**src/rtl/sram_dp_clear.sv**
```systemverilog
// Two-port (2R + 2W) lane-masked SRAM with a sequential clear engine.
// A clear sweeps CLEAR_VALUE through every word, one address per cycle, while all user traffic is held off.
module sram_dp_clear #(
    parameter int                 D_WIDTH        = 8,
    parameter int                 A_WIDTH        = 8,
    parameter int                 TOTAL_WORDS    = 0,
    parameter int                 LANE_WIDTH     = 8,
    parameter int                 OUT_REG        = 0,
    parameter int                 CLEAR_ON_RESET = 1,
    parameter logic [D_WIDTH-1:0] CLEAR_VALUE    = '0,
    localparam int                LANES          = D_WIDTH / LANE_WIDTH
) (
    input  logic               clk,
    input  logic               rst_n,
    input  logic               clear_req,
    output logic               busy,
    output logic               state_dbg,
    input  logic [A_WIDTH-1:0] read_addr_a,
    input  logic [A_WIDTH-1:0] read_addr_b,
    input  logic               read_en_a,
    input  logic               read_en_b,
    output logic [D_WIDTH-1:0] read_a,
    output logic [D_WIDTH-1:0] read_b,
    output logic               read_valid_a,
    output logic               read_valid_b,
    input  logic [A_WIDTH-1:0] write_addr_a,
    input  logic [A_WIDTH-1:0] write_addr_b,
    input  logic               write_en_a,
    input  logic               write_en_b,
    input  logic [LANES-1:0]   write_mask_a,
    input  logic [LANES-1:0]   write_mask_b,
    input  logic [D_WIDTH-1:0] write_a,
    input  logic [D_WIDTH-1:0] write_b
);
    localparam int NUM_ADDR = (TOTAL_WORDS == 0) ? (1 << A_WIDTH) : TOTAL_WORDS;
    localparam int IW       = (NUM_ADDR > 1) ? $clog2(NUM_ADDR) : 1;
    localparam logic [A_WIDTH:0]   NUM_ADDR_W = (A_WIDTH + 1)'(NUM_ADDR);
    localparam logic [A_WIDTH-1:0] LAST_ADDR  = A_WIDTH'(NUM_ADDR - 1);

    typedef enum logic {IDLE = 1'b0, CLEAR = 1'b1} state_t;

    state_t               state, state_nxt;
    logic                 start_pend;
    logic [A_WIDTH-1:0]   clr_addr;
    logic                 last_addr;
    logic                 idle;
    logic [D_WIDTH-1:0]   mem [NUM_ADDR];
    logic [D_WIDTH-1:0]   d1_a, d1_b, d2_a, d2_b;
    logic                 v1_a, v1_b, v2_a, v2_b;

    function automatic logic in_range(input logic [A_WIDTH-1:0] addr);
        return {1'b0, addr} < NUM_ADDR_W;
    endfunction

    function automatic logic [D_WIDTH-1:0] rd_word(input logic [A_WIDTH-1:0] addr);
        return in_range(addr) ? mem[addr[IW-1:0]] : '0;
    endfunction

    assign last_addr = (clr_addr == LAST_ADDR);

    always_ff @(posedge clk or negedge rst_n) begin
        if (!rst_n) begin
            state <= IDLE;
        end else begin
            state <= state_nxt;
        end
    end

    always_comb begin
        state_nxt = state;
        case (state)
            IDLE:    if (clear_req || start_pend) state_nxt = CLEAR;
            CLEAR:   if (last_addr) state_nxt = IDLE;
            default: state_nxt = IDLE;
        endcase
    end

    always_comb begin
        busy      = (state == CLEAR);
        idle      = (state == IDLE);
        state_dbg = state;
    end

    // start_pend turns the first edge after reset release into a clear request.
    always_ff @(posedge clk or negedge rst_n) begin
        if (!rst_n) begin
            start_pend <= (CLEAR_ON_RESET != 0);
            clr_addr   <= '0;
        end else begin
            start_pend <= 1'b0;
            if (state == CLEAR) clr_addr <= last_addr ? '0 : clr_addr + 1'b1;
        end
    end

    // Port B lanes are written first so that port A overrides on shared lanes.
    always_ff @(posedge clk) begin
        if (state == CLEAR) begin
            mem[clr_addr[IW-1:0]] <= CLEAR_VALUE;
        end else begin
            for (int l = 0; l < LANES; l++) begin
                if (write_en_b && write_mask_b[l] && in_range(write_addr_b))
                    mem[write_addr_b[IW-1:0]][l*LANE_WIDTH +: LANE_WIDTH] <= write_b[l*LANE_WIDTH +: LANE_WIDTH];
                if (write_en_a && write_mask_a[l] && in_range(write_addr_a))
                    mem[write_addr_a[IW-1:0]][l*LANE_WIDTH +: LANE_WIDTH] <= write_a[l*LANE_WIDTH +: LANE_WIDTH];
            end
        end
    end

    always_ff @(posedge clk or negedge rst_n) begin
        if (!rst_n) begin
            v1_a <= 1'b0;
            v1_b <= 1'b0;
            d1_a <= '0;
            d1_b <= '0;
        end else begin
            v1_a <= read_en_a && idle;
            v1_b <= read_en_b && idle;
            if (read_en_a && idle) d1_a <= rd_word(read_addr_a);
            if (read_en_b && idle) d1_b <= rd_word(read_addr_b);
        end
    end

    always_ff @(posedge clk or negedge rst_n) begin
        if (!rst_n) begin
            v2_a <= 1'b0;
            v2_b <= 1'b0;
            d2_a <= '0;
            d2_b <= '0;
        end else begin
            v2_a <= v1_a;
            v2_b <= v1_b;
            if (v1_a) d2_a <= d1_a;
            if (v1_b) d2_b <= d1_b;
        end
    end

    always_comb begin
        read_a       = (OUT_REG != 0) ? d2_a : d1_a;
        read_b       = (OUT_REG != 0) ? d2_b : d1_b;
        read_valid_a = (OUT_REG != 0) ? v2_a : v1_a;
        read_valid_b = (OUT_REG != 0) ? v2_b : v1_b;
    end
endmodule

```
**config.mk**
```make
export PLATFORM = sky130hd
export DESIGN_NAME = sram_dp_clear
export DESIGN_NICKNAME = d
export VERILOG_FILES = /design/src/rtl/sram_dp_clear.sv
export SDC_FILE = /design/constraint.sdc
export NUM_CORES = 2
export LEC_CHECK = 0
export CELL_PAD_IN_SITES_DETAIL_PLACEMENT = 0
export CELL_PAD_IN_SITES_GLOBAL_PLACEMENT = 2
export CORE_ASPECT_RATIO = 0.75
export CORE_MARGIN = 1
export CORE_UTILIZATION = 40
export CTS_CLUSTER_DIAMETER = 100
export CTS_CLUSTER_SIZE = 8
export DETAILED_ROUTE_END_ITERATION = 7
export PLACE_DENSITY = 0.79
export SLEW_MARGIN = 20
export SYNTH_ARGS = -nofsm -noshare
export SYNTH_HDL_FRONTEND = slang
export SYNTH_SLANG_ARGS = --single-unit
```
**constraint.sdc**
```tcl
create_clock -name clk -period 3.1 [get_ports clk]
set_input_delay 0.93 -clock clk [delete_from_list [all_inputs] [get_ports clk]]
set_output_delay 0.93 -clock clk [all_outputs]
set_load 0.05 [all_outputs]
```
==> impl_metrics.json <==
{
  "status": "complete, but fails checks",
  "violations": "setup timing",
  "synth_area_leaders": "edfxtp_1 51%, mux4_2 14%, o21ai_0 8.5%",
  "path_clk_slew_ns": 0.05,
  "final_common_cell": "nand2_1",
  "post-place-cells": 15511,
  "setup_viol": 7,
  "n_fill_cell": 25894,
  "drv_slew": 0,
  "die_area_um2": 303000,
  "grt.total_usage_pct": 36.3,
  "grt_first_pass_wirelength_um": 774000,
  "maxSlewHeadroom_pct": 20.0,
  "crit_buf_inv": 4,
  "timing.final.crit_share_pct": 105,
  "yosysTopAreaCell": "edfxtp_1",
  "routedWlPerCell_um": 35.4,
  "yosysUniqueCellTypes": 69,
  "place.port_buffers": 76,
  "cp_data_arrival_time_ns": 4.00,
  "synthFlopType": "edfxtp_1",
  "cp_max_fo": 15,
  "synth_fp_nets": 10833,
  "ir_drop_mv": 0.465,
  "power.leakage_nw": 54.2,
  "worstPathRequired_ns": 3.84,
  "yosysWarnings": 0,
  "wl_um": 563000,
  "place.gp.congestion": 1.04,
  "period_minus_slack_ns": 3.26,
  "synthCells": 10775,
  "die_w_um": 635,
  "yosysTopAreaCellShare_pct": 51.1,
  "critical_path_class": "in -> reg",
  "cts_made_buffers": 301,
  "drtIter0Drc": 16796,
  "drive_above_1_share_pct": 26.4,
  "ys_ff_latch": 2076,
  "drc": 0,
  "cpPeakStageDelay_ns": 0.95,
  "setup_slack_ns": -0.159,
  "finClkSkew_ns": 0.0660,
  "cts_tree": "yes",
  "ios": 77,
  "synth_area_per_cell_um2": 11.2,
  "clockBufferDepth": 4,
  "antenna_found_initial": 42,
  "synth_edf_count": 2048,
  "dp_hpwl_um": 409000,
  "layout.nets": 11936,
  "gr-total-overflow": 0,
  "vias": 103048,
  "slowest_stage": "o41ai_1",
  "crit_top_cell": "buf_4",
  "grt_max_degree": 65,
  "area_growth_pct": 23.0,
  "insertion_delay_ns": 0.90,
  "ant_nets": 0,
  "hold_viol_final": 0,
  "critPathCaptureType": "register",
  "p_total_w": 0.0715,
  "clock_sinks": 2076,
  "cp_top_family": "compound AO/OA/AOI/OAI gates",
  "power.density_nw_per_um2": 483,
  "drv_cap": 0,
  "min_path_type": "reg -> reg",
  "num_rows": 173,
  "htree_levels": 5,
  "die_h_um": 477,
  "placeableCoreArea_um2": 298000,
  "async_flop_share_pct": 1.35,
  "synth_seq_area_share_pct": 51.7,
  "max_freq_mhz": 307,
  "tightest_slew_ns": 1.19,
  "cts-root-buf": "clkbuf_16",
  "final_cells": 15910,
  "start_util_pct": 40.4,
  "grt_pass1_vias": 95191,
  "rsz0062_at_grt": "no",
  "drtPass1Iterations": 8,
  "syn_area_um2": 120000,
  "crit_chain": "buf_8 -> buf_12 -> buf_4 -> mux4_2 -> nand2_1 -> a21oi_1 -> o41ai_1 -> buf_4 -> or4_1 -> o211ai_1",
  "start_kind": "input port",
  "vias_per_cell": 6.48,
  "most-common-layout-cells": "2268 x nand2_1, 2048 x edfxtp_1, 2036 x o21ai_0"
}
==> sequential cells by signal (all words and copies together) (netlist names) <==
name          count
busy              1
clr_addr          8
mem            2048
read_a            8
read_b            8
read_valid_a      1
read_valid_b      1
start_pend        1
==> timing repair <==
item                                    CTS  global route
endpoints found under the setup margin   21            11
hold buffers                              1             0
gates resized for setup                  47            27
endpoints found under the hold margin    10             0
buffers inserted                          0             0
pin swaps                                 0             2
cloned                                    0             0
==> routing by layer <==
| metal | GRT usage, % | vias to the layer above | wire, µm |
|---|---|---|---|
| met5 | 0 | - | 112 |
| met4 | 14.3 | 18 | 25300 |
| met3 | 12.3 | 1065 | 84500 |
| met2 | 49.8 | 7775 | 227000 |
| met1 | 52.4 | 51038 | 226000 |
| li1 | - | 43152 | - |
==> cells in the mapped netlist, types with 8 or more instances <==
cell type     n
nand3_1      47
a2111oi_0    18
o21ai_1      90
nand4_1      20
a31oi_1      22
a21oi_1     110
edfxtp_1   2048
a211oi_1    104
nor2b_1      16
nand2b_1     26
dfrtp_1      27
nand2_1    2291
nor2_1      312
nand3b_1     16
mux2i_1     626
buf_4        82
o21ai_0    2041
buf_2        99
buf_8        16
o221ai_1     84
mux4_2      737
buf_1        36
a211o_1       9
o22ai_1     506
a22oi_1     141
and2_1       10
a22o_1       14
clkbuf_1    967
mux2_2        8
buf_6        42
o211ai_1      9
o31ai_1      10
or4_1         8
nor3_1       62
nor4_1       20
==> cell type report <==
cell class	instances	area, µm²	share of cell area (%)
multi-input cells	7442	52800	35.7
clock buffers	354	7820	5.28
inverters	11	46.3	0.0313
diodes	24	60.1	0.0406
flip-flops and latches	2076	62200	42.0
repair buffers	2046	19800	13.4
clock inverters	20	241	0.163
well taps	3937	4930	3.33
==> cell families after synthesis <==
logic type | synth area share (%)
XOR/XNOR | 0.0364
AND/OR/NAND/NOR | 9.44
flip-flops | 51.7
multiplexers | 19.1
other | 0.00312
buffers and inverters | 4.75
AO/OA/AOI/OAI | 15.0
adder cells (fa/ha/maj) | 0.0104
==> final timing paths <==
check                               start           end  cells after the start  slack [ns]
max                        read_addr_a[0]     read_a[1]                     10       -0.16
min                             read_a[0]     read_a[0]                      2        0.52
max reg2reg                    mem[73][1]     read_a[1]                      7        0.14
min reg2reg                     read_a[0]     read_a[0]                      2        0.52
max in group asynchronous           rst_n  read_valid_a                      3        1.78
min in group asynchronous           rst_n          busy                      2        0.55
==> tightest hold or removal path: stages (launching register included) <==
cell	delay, ns
dfrtp_1	0.36
nand2_1	0.05
o311ai_1	0.06
==> stage by stage <==
stage | hold WS, ns | worst slack (ns) | utilization, % | TNS [ns] | cell area, µm²
after global routing | 0.569 | 0.00165 | 49.7 | 0 | 148000
after global placement | 0.492 | -2.40 | 46.9 | -893.68 | 140000
after floorplan | 0.511 | -0.0790 | - | -18.57 | 120000
after detailed placement | 0.493 | -1.50 | 46.9 | -1047.02 | 140000
after CTS | 0.489 | 0.00563 | 49.6 | 0 | 148000
final | 0.516 | -0.159 | 49.7 | -0.358 | 148000
==> power breakdown <==
part	internal (W)	total (W)	switching, W
Clock	0.0176	0.0304	0.0128
Combinational	0.00352	0.00988	0.00637
Sequential	0.0309	0.0312	0.000301
Total	0.0520	0.0715	0.0195
Power figures use the tool's default switching activity.
